**src/rtl/ecc72_pkg.sv**
```systemverilog
`default_nettype none
// ecc72_pkg: extended Hamming (72,64) position map, syndrome lookup and classification types.
// Revision 1.0
package ecc72_pkg;

  localparam int DATA_W = 64;
  localparam int CHK_W  = 7;
  localparam int PAR_W  = 1;
  localparam int SYN_W  = CHK_W + PAR_W;
  localparam int CW_W   = 72;

  typedef enum logic [1:0] {
    CLEAN  = 2'd0,
    CORR   = 2'd1,
    UNCORR = 2'd2
  } cls_t;

  typedef logic [DATA_W-1:0][CHK_W-1:0] pos_map_t;

  typedef struct packed {
    logic       hit;
    logic [5:0] idx;
  } dpos_t;

  // Data bit n occupies the n-th non-power-of-two Hamming position from 3 upward.
  function automatic pos_map_t build_pos_map();
    pos_map_t m;
    int       n;
    m = '0;
    n = 0;
    for (int p = 3; p < CW_W; p++) begin
      if ((p & (p - 1)) != 0) begin
        m[6'(n)] = CHK_W'(p);
        n++;
      end
    end
    return m;
  endfunction

  localparam pos_map_t POS_MAP = build_pos_map();

  function automatic dpos_t syn_to_idx(input logic [CHK_W-1:0] s);
    dpos_t r;
    r = '0;
    for (int j = 0; j < DATA_W; j++) begin
      if (POS_MAP[6'(j)] == s) begin
        r.hit = 1'b1;
        r.idx = 6'(j);
      end
    end
    return r;
  endfunction

endpackage
`default_nettype wire

```
**src/rtl/ecc72_syndrome.sv**
```systemverilog
`default_nettype none
// ecc72_syndrome: combinational syndrome and overall parity of a 72-bit codeword.
// With check bits and P zeroed on the input, syn yields the check bits an encoder must emit.
module ecc72_syndrome
  import ecc72_pkg::*;
(
  input  logic [CW_W-1:0]  cw,
  output logic [CHK_W-1:0] syn,
  output logic             par
);

  always_comb begin
    syn = cw[DATA_W +: CHK_W];
    for (int j = 0; j < DATA_W; j++) begin
      if (cw[7'(j)]) syn = syn ^ POS_MAP[6'(j)];
    end
    par = ^cw;
  end

endmodule
`default_nettype wire

```
**src/rtl/ecc72_decode_pipe.sv**
```systemverilog
`default_nettype none
// ecc72_decode_pipe: two-stage SECDED (72,64) decoder with valid/ready flow control and
// saturating corrected/uncorrectable event counters. Revision 1.0
module ecc72_decode_pipe
  import ecc72_pkg::*;
#(
  parameter int CNT_W      = 16,
  parameter bit CORRECT_EN = 1'b1
) (
  input  logic              clk,
  input  logic              rst,
  input  logic              in_valid,
  output logic              in_ready,
  input  logic [CW_W-1:0]   in_data,
  output logic              out_valid,
  input  logic              out_ready,
  output logic [DATA_W-1:0] out_data,
  output logic              out_corr,
  output logic              out_uncorr,
  output logic [SYN_W-1:0]  out_syn,
  input  logic              cnt_clr,
  output logic [CNT_W-1:0]  cnt_corr,
  output logic [CNT_W-1:0]  cnt_uncorr
);

  logic              adv;
  logic              fire;
  logic [CHK_W-1:0]  syn_in;
  logic              par_in;
  logic              s1_valid;
  logic [DATA_W-1:0] s1_data;
  logic [CHK_W-1:0]  s1_syn;
  logic              s1_par;
  cls_t              cls;
  dpos_t             dpos;
  logic [DATA_W-1:0] fixed;

  assign adv      = !out_valid || out_ready;
  assign in_ready = adv && !rst;
  assign fire     = out_valid && out_ready;

  ecc72_syndrome u_syndrome (
    .cw  (in_data),
    .syn (syn_in),
    .par (par_in)
  );

  // Stage 1: only the data part of the codeword is kept; check bits live on in the syndrome.
  always_ff @(posedge clk) begin
    if (rst) begin
      s1_valid <= 1'b0;
      s1_data  <= '0;
      s1_syn   <= '0;
      s1_par   <= 1'b0;
    end else if (adv) begin
      s1_valid <= in_valid;
      if (in_valid) begin
        s1_data <= in_data[DATA_W-1:0];
        s1_syn  <= syn_in;
        s1_par  <= par_in;
      end
    end
  end

  always_comb begin
    fixed = s1_data;
    dpos  = syn_to_idx(s1_syn);
    if (!s1_par) begin
      cls = (s1_syn == '0) ? CLEAN : UNCORR;
    end else if ((s1_syn & (s1_syn - CHK_W'(1))) == '0) begin
      // Zero or power-of-two syndrome: P or a check bit flipped, data is intact.
      cls = CORR;
    end else if (dpos.hit) begin
      cls = CORR;
      if (CORRECT_EN) fixed[dpos.idx] = ~fixed[dpos.idx];
    end else begin
      cls = UNCORR;
    end
  end

  always_ff @(posedge clk) begin
    if (rst) begin
      out_valid  <= 1'b0;
      out_data   <= '0;
      out_syn    <= '0;
      out_corr   <= 1'b0;
      out_uncorr <= 1'b0;
    end else if (adv) begin
      out_valid  <= s1_valid;
      out_data   <= fixed;
      out_syn    <= {s1_par, s1_syn};
      out_corr   <= s1_valid && (cls == CORR);
      out_uncorr <= s1_valid && (cls == UNCORR);
    end
  end

  always_ff @(posedge clk) begin
    if (rst || cnt_clr) begin
      cnt_corr   <= '0;
      cnt_uncorr <= '0;
    end else if (fire) begin
      if (out_corr && !(&cnt_corr))     cnt_corr   <= cnt_corr + CNT_W'(1);
      if (out_uncorr && !(&cnt_uncorr)) cnt_uncorr <= cnt_uncorr + CNT_W'(1);
    end
  end

endmodule
`default_nettype wire

```
**config.mk**
```make
export PLATFORM = sky130hd
export DESIGN_NAME = ecc72_decode_pipe
export DESIGN_NICKNAME = d
export VERILOG_FILES = /design/src/rtl/ecc72_pkg.sv /design/src/rtl/ecc72_syndrome.sv /design/src/rtl/ecc72_decode_pipe.sv
export SDC_FILE = /design/constraint.sdc
export NUM_CORES = 1
export LEC_CHECK = 0
export ABC_AREA = 0
export CORE_ASPECT_RATIO = 1.1
export CORE_MARGIN = 2
export CORE_UTILIZATION = 25
export DETAILED_ROUTE_END_ITERATION = 10
export DONT_BUFFER_PORTS = 1
export PLACE_DENSITY = 0.41
export SLEW_MARGIN = 20
export SYNTH_ARGS = -nofsm -noshare
export SYNTH_HDL_FRONTEND = slang
export SYNTH_SLANG_ARGS = --single-unit
```
**constraint.sdc**
```tcl
create_clock -name clk -period 8.6 [get_ports clk]
set_input_delay 1.72 -clock clk [delete_from_list [all_inputs] [get_ports clk]]
set_output_delay 1.72 -clock clk [all_outputs]
set_load 0.01 [all_outputs]
```
==> run_results.csv <==
group,metric,value,unit
pwr,vdd_drop_max,127,uV
placed_design,place_inst,1241,
placed_design,place_congestion,0.754,
yosys,yosys.area.top_type,"dfxtp_1",
clock_network,clkSlewWorstSetupHoldPaths,0.07,ns
yosys,yosysTopAreaCellShare,47.6,%
yosys,synthesis.area,7580,sq um
worst_setup_path,path_cells,"nor2b_4 > buf_4 > nor2_1",
yosys,synthTopCellsByCount,"nand2_1, dfxtp_1, a21oi_1, xnor2_1, clkbuf_1",
pwr,power_density,237,nW/um^2
layout,nNetsFinal,965,
timing,slew_headroom,38.4,%
worst_setup_path,worstReg2RegStart,"cnt_corr[0]",
clock_network,cts_tree,"built",
worst_setup_path,critPathSlowestCell,"buf_4",
worst_setup_path,reg2reg_setup_slack,6.51,ns
worst_setup_path,worstPathRequired,6.88,ns
floorplanning,dieArea,31700,sq um
worst_setup_path,worstPathMaxFanout,77,
worst_setup_path,critPathTopFamily,"buffers and inverters",
global_routing,groute.usage.overall,13.6,%
clock_network,post_cts_resized,0,
clock_network,cts_max_level,4,
timing,finalSetupViolCount,0,
worst_setup_path,reg2reg_to,"cnt_corr[4]",
yosys,ys_types,35,
routing,wire_per_inst,16.8,um
timing,maxSlewViolCount,0,
pwr,p_leak,2.95,nW
yosys,syn-num-nets,996,
floorplanning,dieWidth,170,um
routing,dr.pass1.iters,4,
placed_design,dpl-instance-area,7890,sq um
clock_network,numCtsBuffers,17,
clock_network,cts_setup_buffers,0,
worst_setup_path,crit_type,"input pin to primary output",
yosys,ys.flop_type,"dfxtp_1",
yosys,synthArstFlopShare,0,%
worst_setup_path,end_kind,"primary output",
floorplanning,core,29700,sq um
layout,area_growth,11.7,%
clock_network,clock_latency,0.43,ns
layout,design_area,8460,sq um
routing,antenna_left,0,
global_routing,grt_max_degree,151,
timing,rsz0062_at_grt,"no",
timing,min_period,4.45,ns
worst_setup_path,path_buf_inv,1,
floorplanning,ios,185,
global_routing,grt_pass1_vias,5536,
worst_setup_path,startpoint_type,"input pin",
layout,fill_cells,3234,
worst_setup_path,critPathCapture,"in_ready",
worst_setup_path,cp-startpoint,"out_ready",
global_routing,gr-total-overflow,0,
timing,hold_viol,0,
clock_network,clockRootBuffer,"clkbuf_16",
clock_network,clk_path_buf_depth,2,
yosys,ys_seq_area_share,47.6,%
routing,vias_per_cell,4.52,
clock_network,ctsHoldBuffers,0,
routing,vias,5757,
floorplanning,initial_core_util,25.5,%
worst_setup_path,max_stage_delay,0.70,ns
timing,fin_tns_setup,0,ns
routing,drt_iter0_markers,290,
global_routing,antenna_found_initial,0,
run_status,status,"finished clean",
yosys,synth_cells,917,
placed_design,port-buffer-count,0,
yosys,synth-edff-count,0,
floorplanning,rows,66,
yosys,synth.most_common_cell,"nand2_1",
timing,period_share,51.8,%
flow_run,maxCapViolCount,0,
routing,drc_errors,0,
floorplanning,die_height,187,um
global_routing,grt_pass1_wl,33200,um
layout,final_cells,1274,
timing,fmax,0.225,GHz
timing,worst_pin_slew,0.924,ns
placed_design,hpwl,14100,um
worst_setup_path,path_depth,3,
worst_setup_path,reg2regPathDepth,7,
timing,fin_skew,0.0139,ns
yosys,ys_warn_count,0,
yosys,avgSynthCellArea,8.26,sq um
yosys,synthTopCellsByArea,"dfxtp_1, nand2_1, a21oi_1",
min_path,hp-class,"flop to flop",
routing,wirelength,21500,um
worst_setup_path,cp_data_arrival_time,2.73,ns
layout,drive_gt1_share,4.78,%
clock_network,cts_sinks,180,
yosys,yosys_register_bits,180,
-- cell type report --
| class | count | area [sq um] | share of cell area, % |
|---|---|---|---|
| Multi-Input combinational cell | 681 | 3780 | 44.7 |
| Tap cell | 374 | 468 | 5.53 |
| Antenna cell | 1 | 2.50 | 0.0296 |
| Inverter | 2 | 7.51 | 0.0887 |
| Clock inverter | 12 | 124 | 1.46 |
| Sequential cell | 180 | 3600 | 42.6 |
| Timing Repair Buffer | 4 | 30.0 | 0.355 |
| Clock buffer | 20 | 447 | 5.28 |
-- cell families after synthesis --
family                   share of synthesized area (%)
flip-flops                                        47.6
XOR/XNOR                                          16.7
AO/OA/AOI/OAI                                     11.2
adder cells (fa/ha/maj)                          0.330
multiplexers                                     0.264
AND/OR/NAND/NOR                                   21.1
buffers and inverters                             2.77
-- stage by stage --
step	util [%]	hold WS, ns	total power, W	setup WS, ns
6_report	28.5	0.452	0.00201	4.15
3_3_place_gp	26.5	0.436	0.00127	4.05
2_1_floorplan	-	0.437	0.00120	4.53
5_1_grt	28.5	0.468	0.00212	4.03
3_5_place_dp	26.5	0.440	0.00127	4.08
4_1_cts	28.5	0.450	0.00205	4.09
-- worst register-to-register path: stages, from the launching register on --
cell and delay [ns]:
dfxtp_1 0.50, ha_1 0.26, inv_1 0.07, nor4_1 0.51, a21oi_1 0.26, nand4_1 0.16
xor2_1 0.16, nor2_1 0.05
-- worst min path at each step --
stage	startpoint	to	slack (ns)	cells past startpoint
3_5_place_dp	s1_data[55]	out_data[55]	0.44	2
4_1_cts	s1_data[55]	out_data[55]	0.45	2
3_3_place_gp	s1_data[47]	out_data[47]	0.44	2
6_report	s1_data[52]	s1_data[52]	0.45	2
2_1_floorplan	s1_data[0]	out_data[0]	0.44	2
5_1_grt	s1_data[54]	s1_data[54]	0.47	2
-- where the power goes --
part / switching [W] / internal (W)
clock network: 0.000358 / 0.000413
logic: 0.000139 / 0.000172
registers: 0.0000491 / 0.000879
-- layout by cell type (no fill, tap or decap), types with 2 or more instances in the layout --
cell	netlist	routed
o21ai_0	5	5
a21oi_1	146	146
buf_4	0	4
a211oi_1	6	6
nand4_1	7	7
clkinvlp_4	0	3
nor2b_1	3	2
dfxtp_1	180	180
nand2_1	296	295
xnor2_1	78	78
xnor3_1	14	14
nor4b_1	2	2
nor4_1	5	5
clkinv_4	0	4
xor2_1	28	28
nor2_1	42	42
nor3_1	4	4
mux2i_1	2	2
or2_2	3	3
inv_1	2	2
and3_1	7	7
nand3_1	15	15
inv_8	0	2
or3_1	3	3
clkbuf_1	51	2
ha_1	2	2
clkbuf_16	0	17
-- layer usage --
layer,share of wire [%],vias to the layer above,routed length [um],GRT usage (%)
li1,-,2933,-,-
met1,45,2667,9740,17.5
met2,45,140,9570,20.7
met4,1.4,0,306,4.27
met3,8.5,17,1830,5.79
met5,0,-,0,0
-- state kept, by name (all words and copies together) (netlist names) --
name	cells
cnt_corr	16
cnt_uncorr	16
out_corr	1
out_data	64
out_syn	8
out_uncorr	1
out_valid	1
s1_data	64
s1_par	1
s1_syn	7
s1_valid	1
(Power assumes the default switching activity.)
